==> src/rtl/decode_stage_reg.sv <==
// decode_stage_reg: ID/EX boundary register for an RV32I pipeline.
// Picks the per-format immediate from the opcode, classifies the instruction and
// holds it in a main entry plus an optional skid entry. Ready is registered.
module decode_stage_reg #(
  parameter int unsigned PC_WIDTH = 32,
  parameter bit          SKID_EN  = 1'b1
) (
  input  logic                clk_i,
  input  logic                rst_ni,
  input  logic                flush_i,
  input  logic                inst_valid_i,
  output logic                inst_ready_o,
  input  logic [31:0]         inst_i,
  input  logic [PC_WIDTH-1:0] pc_i,
  input  logic [31:0]         i_immed_i,
  input  logic [31:0]         s_immed_i,
  input  logic [31:0]         b_immed_i,
  input  logic [31:0]         u_immed_i,
  input  logic [31:0]         j_immed_i,
  output logic                id_valid_o,
  input  logic                id_ready_i,
  output logic [31:0]         id_inst_o,
  output logic [PC_WIDTH-1:0] id_pc_o,
  output logic [31:0]         id_immed_o,
  output logic [2:0]          id_immed_type_o,
  output logic                id_illegal_o
);

  localparam logic [2:0] IMM_NONE = 3'd0;
  localparam logic [2:0] IMM_I    = 3'd1;
  localparam logic [2:0] IMM_S    = 3'd2;
  localparam logic [2:0] IMM_B    = 3'd3;
  localparam logic [2:0] IMM_U    = 3'd4;
  localparam logic [2:0] IMM_J    = 3'd5;

  localparam logic [6:0] OPC_LOAD     = 7'b0000011;
  localparam logic [6:0] OPC_OP_IMM   = 7'b0010011;
  localparam logic [6:0] OPC_JALR     = 7'b1100111;
  localparam logic [6:0] OPC_SYSTEM   = 7'b1110011;
  localparam logic [6:0] OPC_STORE    = 7'b0100011;
  localparam logic [6:0] OPC_BRANCH   = 7'b1100011;
  localparam logic [6:0] OPC_LUI      = 7'b0110111;
  localparam logic [6:0] OPC_AUIPC    = 7'b0010111;
  localparam logic [6:0] OPC_JAL      = 7'b1101111;
  localparam logic [6:0] OPC_OP       = 7'b0110011;
  localparam logic [6:0] OPC_MISC_MEM = 7'b0001111;

  typedef struct packed {
    logic [31:0]         inst;
    logic [PC_WIDTH-1:0] pc;
    logic [31:0]         immed;
    logic [2:0]          itype;
    logic                illegal;
  } entry_t;

  entry_t new_entry;
  entry_t main_q, main_d;
  entry_t skid_q, skid_d;
  logic   main_valid_q, main_valid_d;
  logic   skid_valid_q, skid_valid_d;
  logic   accept;
  logic   deliver;

  // Classify the incoming instruction and pick its immediate at accept time.
  always_comb begin
    new_entry         = '0;
    new_entry.inst    = inst_i;
    new_entry.pc      = pc_i;
    new_entry.immed   = '0;
    new_entry.itype   = IMM_NONE;
    new_entry.illegal = 1'b0;
    if (inst_i[1:0] != 2'b11) begin
      new_entry.illegal = 1'b1;
    end else begin
      unique case (inst_i[6:0])
        OPC_LOAD, OPC_OP_IMM, OPC_JALR, OPC_SYSTEM: begin
          new_entry.itype = IMM_I;
          new_entry.immed = i_immed_i;
        end
        OPC_STORE: begin
          new_entry.itype = IMM_S;
          new_entry.immed = s_immed_i;
        end
        OPC_BRANCH: begin
          new_entry.itype = IMM_B;
          new_entry.immed = b_immed_i;
        end
        OPC_LUI, OPC_AUIPC: begin
          new_entry.itype = IMM_U;
          new_entry.immed = u_immed_i;
        end
        OPC_JAL: begin
          new_entry.itype = IMM_J;
          new_entry.immed = j_immed_i;
        end
        OPC_OP, OPC_MISC_MEM: begin
          new_entry.itype = IMM_NONE;
        end
        default: begin
          new_entry.illegal = 1'b1;
        end
      endcase
    end
  end

  // With a skid entry, ready depends only on registered state.
  assign inst_ready_o = SKID_EN ? !skid_valid_q : (!main_valid_q || id_ready_i);
  assign accept       = inst_valid_i && inst_ready_o;
  assign deliver      = main_valid_q && id_ready_i;

  // Entry movement: flush wins, then skid refills main, then main or skid load.
  always_comb begin
    main_d       = main_q;
    skid_d       = skid_q;
    main_valid_d = main_valid_q;
    skid_valid_d = skid_valid_q;
    if (flush_i) begin
      main_valid_d = 1'b0;
      skid_valid_d = 1'b0;
    end else if (deliver && skid_valid_q) begin
      main_d       = skid_q;
      main_valid_d = 1'b1;
      skid_valid_d = accept;
      if (accept) skid_d = new_entry;
    end else if (!main_valid_q || deliver) begin
      main_valid_d = accept;
      if (accept) main_d = new_entry;
    end else if (accept) begin
      skid_valid_d = 1'b1;
      skid_d       = new_entry;
    end
    skid_valid_d = skid_valid_d && SKID_EN;
  end

  // Pipeline state; reset clears valids and all visible data.
  always_ff @(posedge clk_i or negedge rst_ni) begin
    if (!rst_ni) begin
      main_q       <= '0;
      skid_q       <= '0;
      main_valid_q <= 1'b0;
      skid_valid_q <= 1'b0;
    end else begin
      main_q       <= main_d;
      skid_q       <= skid_d;
      main_valid_q <= main_valid_d;
      skid_valid_q <= skid_valid_d;
    end
  end

  assign id_valid_o      = main_valid_q;
  assign id_inst_o       = main_q.inst;
  assign id_pc_o         = main_q.pc;
  assign id_immed_o      = main_q.immed;
  assign id_immed_type_o = main_q.itype;
  assign id_illegal_o    = main_q.illegal;

endmodule

==> config.mk <==
export PLATFORM = sky130hd
export DESIGN_NAME = decode_stage_reg
export DESIGN_NICKNAME = d
export VERILOG_FILES = /design/src/rtl/decode_stage_reg.sv
export SDC_FILE = /design/constraint.sdc
export NUM_CORES = 1
export LEC_CHECK = 0
export CAP_MARGIN = 40
export CORE_UTILIZATION = 42
export DETAILED_ROUTE_END_ITERATION = 16
export PLACE_DENSITY = 0.78
export SYNTH_ARGS = -nofsm -noshare
export SYNTH_HDL_FRONTEND = slang
export SYNTH_SLANG_ARGS = --single-unit
==> constraint.sdc <==
create_clock -name clk_i -period 1.6 [get_ports clk_i]
set_input_delay 0.32 -clock clk_i [delete_from_list [all_inputs] [get_ports clk_i]]
set_output_delay 0.32 -clock clk_i [all_outputs]
set_load 0.05 [all_outputs]
After elaboration in Yosys (flattened, before gate mapping)
Cells that the tools add are included.
- register bits: 202
- input bits: 229
- word-level logic and storage cells: 61
- output and inout bits: 102
- reduce and logical (&&, ||, !) cells: 16
- mux-type cells: 18
- bitwise gates (word level): 1
- equality and inequality tests: 14
- operator list (kind ; number):
    two-way mux 100 bit ; 6
    one-hot mux 32 bit (5 select lines) ; 1
    two-way mux 35 bit ; 1
    equality test 7 bit, second input constant ; 4
    equality test 7 x 6 -> 1 bit, second input constant ; 3
    one-hot mux 3 bit (5 select lines) ; 1
    equality test 7 x 5 -> 1 bit, second input constant ; 2
    OR reduction 11 bit ; 1
    two-way mux 1 bit ; 9
    equality test 7 x 2 -> 1 bit, second input constant ; 1
    equality test 7 x 4 -> 1 bit, second input constant ; 1
    nonzero test 3 bit ; 2
    inequality test 2 bit, second input constant ; 2
    AND reduction 2 bit ; 2
    nonzero test 2 bit ; 2
    OR reduction 4 bit ; 1
    logical AND 1 bit ; 3
    inequality test 3 bit, second input constant ; 1
    AND reduction 3 bit ; 1
    logical NOT 1 bit ; 2
    OR reduction 2 bit ; 1
    logical OR 1 bit ; 1
    inverter 1 bit ; 1

Longest topological paths before layout
Gate-level depths: netlist of the first run.
- depth after elaboration: 7
- depth in mapped cells: 8
- gate-level depth less buffers: 5

Worst setup path after synthesis of the first run
OpenSTA, ideal clock, no wires.
- path type: register -> register
- start: register skid_valid_q
- end: register skid_q[4] (netlist name)
- data required time: 1.464 ns
- slack: -0.398 ns
- stages on the path, launching flop included: 8
- buffers on the path: 2
- library setup time: 0.136 ns
- clock period less this slack: 1.998 ns
- arrival: 1.862 ns
- cell sequence: dfrtp_1 -> inv_1 -> nand2_1 -> or3_1 -> clkbuf_1 -> clkbuf_1 -> nand2_1 -> o21ai_0
- longest elaborated chain between the ends: 5
- elaborated cells on any way between the ends: 8
- classes of those cells: eq/ne: 1; mux: 3; reduce/logical: 4
- RTL lines (element ; line ; text):
    start: declaration ; 60 ; logic skid_valid_q, skid_valid_d;
    start signal: assignment ; 146 ; skid_valid_q <= skid_valid_d;
    logical NOT 1 bit * ; 107 ; assign inst_ready_o = SKID_EN ? !skid_valid_q : (!main_valid_q || id_ready_i);
    via inst_ready_o ; 12 ; output logic inst_ready_o,
    logical AND 1 bit * ; 108 ; assign accept = inst_valid_i && inst_ready_o;
    two-way mux 100 bit * ; n/a ;
    two-way mux 100 bit ; n/a ;
    two-way mux 100 bit * ; 120 ; end else if (deliver && skid_valid_q) begin
    end signal: assignment ; 144 ; skid_q <= skid_d;
    end: declaration ; 58 ; entry_t skid_q, skid_d;
Mark *: on every way through the listed nets, which the timed path passes. The rest lies on a longest branch. The select of a mux whose other input is x is not followed.
A chain may end at the register's enable or synchronous reset.

Worst setup path after layout of the first run
- start: register skid_valid_q
- end: register main_q (netlist bit id_inst_o[5])
- longest elaborated chain between the ends: 4
- elaborated cells on any way between the ends: 7
- classes of those cells: mux: 1; reduce/logical: 6
- RTL lines (element ; line ; text):
    logical NOT 1 bit ; 107 ;
    logical AND 1 bit ; 108 ;
    nonzero test 2 bit (no source line) ; n/a ;
    AND reduction 3 bit (no source line) ; n/a ;
    end signal: assignment ; 143 ; main_q <= main_d;
    end: declaration ; 57 ; entry_t main_q, main_d;
Parallel ways exist; a longest one is shown, timed or not.

==> run_results.csv, run 1 <==
group,metric,value,unit
worst_setup_path,cp_slowest_cell,"dfrtp_2",
hold_path,hold_depth,4,
clocking,cts_buffer_depth,3,
floorplan,dieArea,23900,um^2
hold_path,min_delay_worst_endpoint,"skid_q[68]$_DFFE_PN0P_",
run_status,outcome,"complete, but fails checks",
worst_setup_path,max_stage_delay,0.39,ns
power_and_ir_drop,leakage,6.84,nW
synth,synthCells,1056,
place,dpl-instance-area,13700,um^2
timing,hold_violations,0,
synth,ys_warn_count,0,
power_and_ir_drop,peakVddDrop,0.000602,V
power_and_ir_drop,cellPowerDensity,1150,nW/um^2
global_route,antenna_found_initial,4,
timing,slew_viol_final,0,
floorplan,die_y,155,um
worst_setup_path,critPathMaxFanout,8,
clocking,root_buffer,"clkbuf_16",
worst_setup_path,timing.rr.start,"skid_valid_q$_DFFE_PN0P_",
worst_setup_path,path_class,"flip-flop to flip-flop",
synth,yosysTopAreaCell,"dfrtp_1",
worst_setup_path,crit_arrival,2.07,ns
timing,setup_viol,47,
power_and_ir_drop,finalPower,17.6,mW
timing,timing.final.crit_share,103,%
timing,finalWorstPathRequiredPeriod,1.65,ns
drt,drc,0,
synth,ys_seq_area_share,51.7,%
worst_setup_path,path_buf_inv,4,
drt,wl_per_cell,20.1,um
clocking,htreeDepth,1,
clocking,clock_latency,0.50,ns
drt,drtAntennaViolNets,0,
floorplan,core_area,22700,um^2
worst_setup_path,cp_data_required_time,2.02,ns
finish,final_core_util,67.3,%
floorplan,pin_count,331,
global_route,grt_max_degree,73,
clocking,clk_pin_slew,0.07,ns
global_route,grt_pass1_wl,48600,um
worst_setup_path,ff2ff_path_depth,8,
timing,rsz0062_at_grt,"yes",
finish,fin_cells,1719,
timing,fmax,606,MHz
place,dpl.hpwl,22000,um
synth,synth_area,9780,um^2
timing,tightest_slew,0.344,ns
place,pre_cts_slack,-0.575,ns
timing,max_slew_margin,76.4,%
timing,whs,0.197,ns
finish,drive_above_1_share,23.1,%
global_route,gr-total-overflow,0,
hold_path,worstHoldStart,"inst_i[0]",
hold_path,min_path_type,"input pin to flip-flop",
timing,final.setup.worst_slack,-0.0500,ns
worst_setup_path,reg2reg_to,"id_inst_o[5]$_DFFE_PN0P_",
worst_setup_path,path_delay_family,"buffers and inverters",
synth,yosys-top-cells-area,"dfrtp_1 52%, nand2_1 14%, a221oi_2 4.6%",
timing,finClkSkew,0.00920,ns
worst_setup_path,cp-start-kind,"flip-flop",
clocking,cts.sinks,202,
drt,dr.first_iter.drc_count,568,
drt,num_vias,9520,
timing,fin_setup_tns,-0.684,ns
global_route,grt_pass1_vias,8949,
floorplan,rows,55,
finish,fin_area,15300,um^2
synth,ys_ff_latch,202,
floorplan,die_x,155,um
drt,wirelength,34600,um
run,max_cap_violations,0,
global_route,grt.total_usage,25.8,%
synth,async_flop_share,100,%
finish,num-nets-final,1643,
clocking,cts_tree,"built",
drt,drt-vias-per-instance,5.54,
clocking,numCtsBuffers,22,
worst_setup_path,crit_chain,"buf_4, nand2_2, a211oi_4, buf_6, buf_12, clkbuf_16, nor2_1, a31oi_1",
worst_setup_path,endpoint_kind,"flip-flop",
synth,syn_nets,1285,
drt,drt_pass1_iterations,5,
worst_setup_path,r2r_slack,-0.05,ns
synth,yosys.area.top_type_share,51.7,%
place,place.port_buffers,330,
synth,synth_common_cells,"362 x nand2_1, 202 x dfrtp_1, 100 x nor2_1, 64 x a31oi_1",
finish,area_growth_syn_to_layout,56.3,%
floorplan,start_util,43.1,%
synth,synth_most_common_cell,"nand2_1",
synth,avgSynthCellArea,9.26,um^2
run_status,violations,"negative setup slack",
synth,synth_edf_count,0,
place,dp.cells,1651,
synth,synth_ff_type,"dfrtp_1",
place,place.gp.congestion,0.864,
synth,synth_cell_types,44,
finish,num-fill-cells,1721,
## layout make-up
| cell class | instances | area [um^2] | area share [%] |
|---|---|---|---|
| Sequential cell | 202 | 5060 | 33.1 |
| Multi-Input combinational cell | 764 | 4450 | 29.1 |
| Inverter | 3 | 15.0 | 0.0982 |
| Tap cell | 285 | 357 | 2.33 |
| Antenna cell | 4 | 10.0 | 0.0655 |
| Clock buffer | 30 | 651 | 4.26 |
| Timing Repair Buffer | 421 | 4560 | 29.8 |
| Clock inverter | 10 | 193 | 1.26 |
## tightest hold or removal path, stage by stage
cell and delay, ns:
dlymetal6s2s_1 0.13, buf_4 0.13, nand2_1 0.04, nand2_1 0.06
## power breakdown
group	leakage, nW	total [mW]	internal [mW]	switching (mW)
clock	0.413	5.80	3.67	2.13
sequential	2.46	6.63	6.03	0.599
combinational	3.96	5.21	2.05	3.16
total	6.84	17.6	11.8	5.89
## how the worst max path moves through the flow
stage	slack, ns	startpoint	end	cells past startpoint
floorplan	-0.10	skid_valid_q$_DFFE_PN0P_	id_immed_o[11]$_DFFE_PN0P_	7
global placement	-0.50	inst_i[5]	skid_q[5]$_DFFE_PN0P_	7
detailed placement	-0.58	inst_i[5]	skid_q[5]$_DFFE_PN0P_	7
CTS	-0.02	skid_valid_q$_DFFE_PN0P_	inst_ready_o	3
global route	-0.10	skid_valid_q$_DFFE_PN0P_	id_inst_o[5]$_DFFE_PN0P_	8
finish	-0.05	skid_valid_q$_DFFE_PN0P_	id_inst_o[5]$_DFFE_PN0P_	8
## cell usage in the layout (no fill, tap or decap), types with 3 or more instances in the layout
cell type / n
a21oi_1: 41
a221oi_2: 31
a31oi_1: 64
buf_12: 39
buf_4: 127
buf_6: 9
bufinv_16: 5
clkbuf_16: 36
clkbuf_8: 8
clkdlybuf4s50_1: 220
dfrtp_1: 200
diode_2: 4
dlymetal6s2s_1: 5
mux2i_1: 32
nand2_1: 357
nand2_2: 4
nor2_1: 97
nor2_2: 3
o21ai_0: 4
o21ai_1: 35
o22ai_1: 24
o22ai_2: 8
o2bb2ai_2: 25
o2bb2ai_4: 5
## sequential cells by signal (all words and copies together) (netlist names)
name / cells
id_valid_o: 1
skid_q: 100
id_pc_o: 32
id_inst_o: 32
id_illegal_o: 1
id_immed_o: 32
skid_valid_q: 1
id_immed_type_o: 3
## metal layers
metal / vias to the layer above / share of wire (%) / GRT usage (%)
met1: 4561 / 38 / 31.6
met2: 517 / 48 / 42.7
li1: 4356 / - / -
met3: 86 / 11 / 7.93
met4: 0 / 3.4 / 9.85
met5: - / 0 / 0
## what timing repair did
action / CTS / global route
hold endpoints to repair: 26 / 0
resized for setup: 10 / 40
cloned: 0 / 19
setup endpoints to repair: 14 / 125
pin swaps: 1 / 16
hold buffers: 1 / 0
setup buffers: 1 / 3
## cell families (layout without fill, tap and decap cells)
group	Yosys count	after routing	share of synthesized area, %
AOI/OAI and AO/OA	248	248	20.5
xor gates and xnor gates	1	1	0.0896
buffers and inverters	90	464	5.17
DFF	202	202	51.7
muxes	33	33	3.38
other	0	4	0
and+or+nand+nor	482	482	19.2
No activity file was read; power rests on OpenSTA's default activity.
==> inputs of run 2 (changes only) <==
CORE_MARGIN = 5   (was default)
==> run 2 against run 1 <==
The flow still finishes with violations (negative setup slack); worst hold slack gained 0.042 ns; non-clock buffer count is 14 lower; critical path depth is 2 lower; largest power group unchanged; count of clock-buffer cells in the layout is 2 lower; setup slack worse by 0.044 ns; highest routed layer is now met5; largest cell class unchanged; routed wire length rose by 8.9%; clock skew is 0.0096 ns higher; power decreased by 0.86%; utilization rose by 0.55 points; combinational power grew 3%; global-route usage shrank 1.5 points; sequential cell count did not move.
==> run_results.csv, run 2 (synthesis gave the netlist of run 1 again) <==
group,metric,value,unit
power_and_ir_drop,finalPower,17.5,mW
place,pre_cts_slack,-0.612,ns
floorplan,dieArea,26400,um^2
drt,drc,0,
worst_setup_path,critPathMaxFanout,73,
timing,tightest_slew,0.372,ns
worst_setup_path,cp_slowest_cell,"dfrtp_2",
place,place.port_buffers,330,
timing,max_slew_margin,75.2,%
global_route,grt.total_usage,24.3,%
finish,largest_reg_flops,100,
floorplan,pin_count,331,
timing,final.setup.worst_slack,-0.0938,ns
finish,largest_register,"skid_q",
timing,setup_viol,40,
place,place.gp.congestion,0.947,
clocking,clock_latency,0.51,ns
worst_setup_path,crit_arrival,2.05,ns
global_route,grt_max_degree,74,
floorplan,core_area,22800,um^2
finish,num-nets-final,1629,
global_route,grt.met1_usage,31.2,%
hold_path,hold_depth,3,
global_route,grt_pass1_wl,51500,um
power_and_ir_drop,peakVddDrop,0.000679,V
finish,final_core_util,67.9,%
clocking,numCtsBuffers,22,
worst_setup_path,path_class,"flip-flop to flip-flop",
drt,wirelength,37600,um
worst_setup_path,timing.rr.start,"skid_valid_q$_DFFE_PN0P_",
worst_setup_path,startpoint,"skid_valid_q$_DFFE_PN0P_",
clocking,htreeDepth,1,
finish,final_cell_mix,"338 x nand2_1, 222 x clkdlybuf4s50_1, 200 x dfrtp_1",
hold_path,worstHoldStart,"inst_i[1]",
worst_setup_path,crit_chain,"clkinvlp_4, nand2_4, or3_4, buf_12, nand2_1, o21ai_1",
run_status,outcome,"complete, but fails checks",
finish,fin_area,15500,um^2
clocking,cts.sinks,202,
hold_path,min_path_type,"input pin to flip-flop",
worst_setup_path,cp-start-kind,"flip-flop",
run_status,violations,"negative setup slack",
finish,final_common_cell,"nand2_1",
drt,wl_per_cell,21.7,um
worst_setup_path,endpoint_kind,"flip-flop",
timing,hold_violations,0,
drt,drt_pass1_iterations,5,
timing,slew_viol_final,0,
floorplan,start_util,42.9,%
global_route,antenna_found_initial,6,
global_route,grtUsageMet2,40.7,%
global_route,gr-total-overflow,0,
timing,finalWorstPathRequiredPeriod,1.69,ns
drt,dr.first_iter.drc_count,838,
timing,rsz0062_at_grt,"yes",
run,max_cap_violations,0,
power_and_ir_drop,cellPowerDensity,1130,nW/um^2
global_route,met3_usage,5.85,%
drt,num_vias,9793,
worst_setup_path,ff2ff_path_depth,6,
floorplan,rows,55,
clocking,root_buffer,"clkbuf_16",
timing,fmax,590,MHz
worst_setup_path,r2r_slack,-0.09,ns
global_route,global_route.peak_usage_layer,"met2",
clocking,clk_pin_slew,0.06,ns
global_route,grt_pass1_vias,9454,
power_and_ir_drop,leakage,6.75,nW
timing,timing.final.crit_share,106,%
place,dpl.hpwl,23100,um
clocking,cts_tree,"built",
floorplan,die_y,163,um
drt,drt-vias-per-instance,5.65,
worst_setup_path,reg2reg_to,"skid_q[26]$_DFFE_PN0P_",
drt,drtAntennaViolNets,0,
finish,area_growth_syn_to_layout,58.1,%
worst_setup_path,cp_data_required_time,1.95,ns
finish,drive_above_1_share,26.1,%
place,dpl-instance-area,13600,um^2
clocking,cts_buffer_depth,3,
floorplan,die_x,163,um
hold_path,min_delay_worst_endpoint,"skid_q[69]$_DFFE_PN0P_",
timing,finClkSkew,0.0188,ns
worst_setup_path,max_stage_delay,0.43,ns
==> run 2: changes by cell type in the layout (fill, tap and decap cells not counted), moves of 7 or more <==
cell      previous run  this run
a221oi_4             1        13
buf_4              127       119
o21ai_1             35        22
a221oi_2            31        19
nor2_1              97        90
o22ai_2              8        21
o22ai_1             24        10
nand2_1            357       338
nand2_2              4        19
o21ai_2              1        13
==> run 2: worst max-delay path by stage <==
| stage | end | depth (start not counted) |
|---|---|---|
| after floorplan | id_immed_o[11]$_DFFE_PN0P_ | 7 |
| after global placement | skid_q[4]$_DFFE_PN0P_ | 7 |
| after detailed placement | id_immed_o[29]$_DFFE_PN0P_ | 7 |
| after CTS | inst_ready_o | 3 |
| after global routing | id_immed_o[5]$_DFFE_PN0P_ | 8 |
| final | skid_q[26]$_DFFE_PN0P_ | 6 |
==> run 2: final cells by class <==
type / instances / area (um^2)
antenna: 4 / 10.0
clock buffer: 28 / 634
clock inverter: 11 / 140
fill: 1698 / 7320
inverter: 3 / 15.0
multi-input combinational: 764 / 4820
sequential: 202 / 5060
tap: 313 / 392
timing repair buffer: 407 / 4390
==> run 2: per-layer routing <==
layer  wire length (um)  vias up
li1                   -     4321
met1              13800     4711
met2              18300      639
met3               4190      120
met4               1360        2
met5                  7        -
==> run 2: through the flow <==
stage / TNS, ns / instances / hold WS, ns
after floorplan: -8.90 / 1056 / 0.0244
after global placement: -69.88 / 1667 / 0.262
after detailed placement: -75.44 / 1667 / 0.266
after CTS: -0.888 / 1711 / 0.211
after global routing: -9.91 / 1732 / 0.251
final: -0.795 / 1732 / 0.239
==> run 2: power by group <==
group	internal (mW)	total [mW]	switching, mW
clock network	3.29	5.44	2.14
logic	2.11	5.38	3.27
registers	6.03	6.67	0.641
total	11.4	17.5	6.06
==> run 2: repair_timing <==
item / in CTS / in global routing
pin swaps: 1 / 21
buffers inserted: 4 / 2
cloned: 0 / 16
resized for setup: 21 / 108
setup endpoints to repair: 123 / 148
hold endpoints to repair: 31 / 0
hold buffers: 1 / 0
==> run 2: worst max-delay path: cells and delay by family, from the launching register on <==
kind                   cells  cell delay, ns
AND/OR/NAND/NOR            3            0.64
buffers and inverters      2            0.33
flip-flops                 1            0.43
AO/OA/AOI/OAI              1            0.10
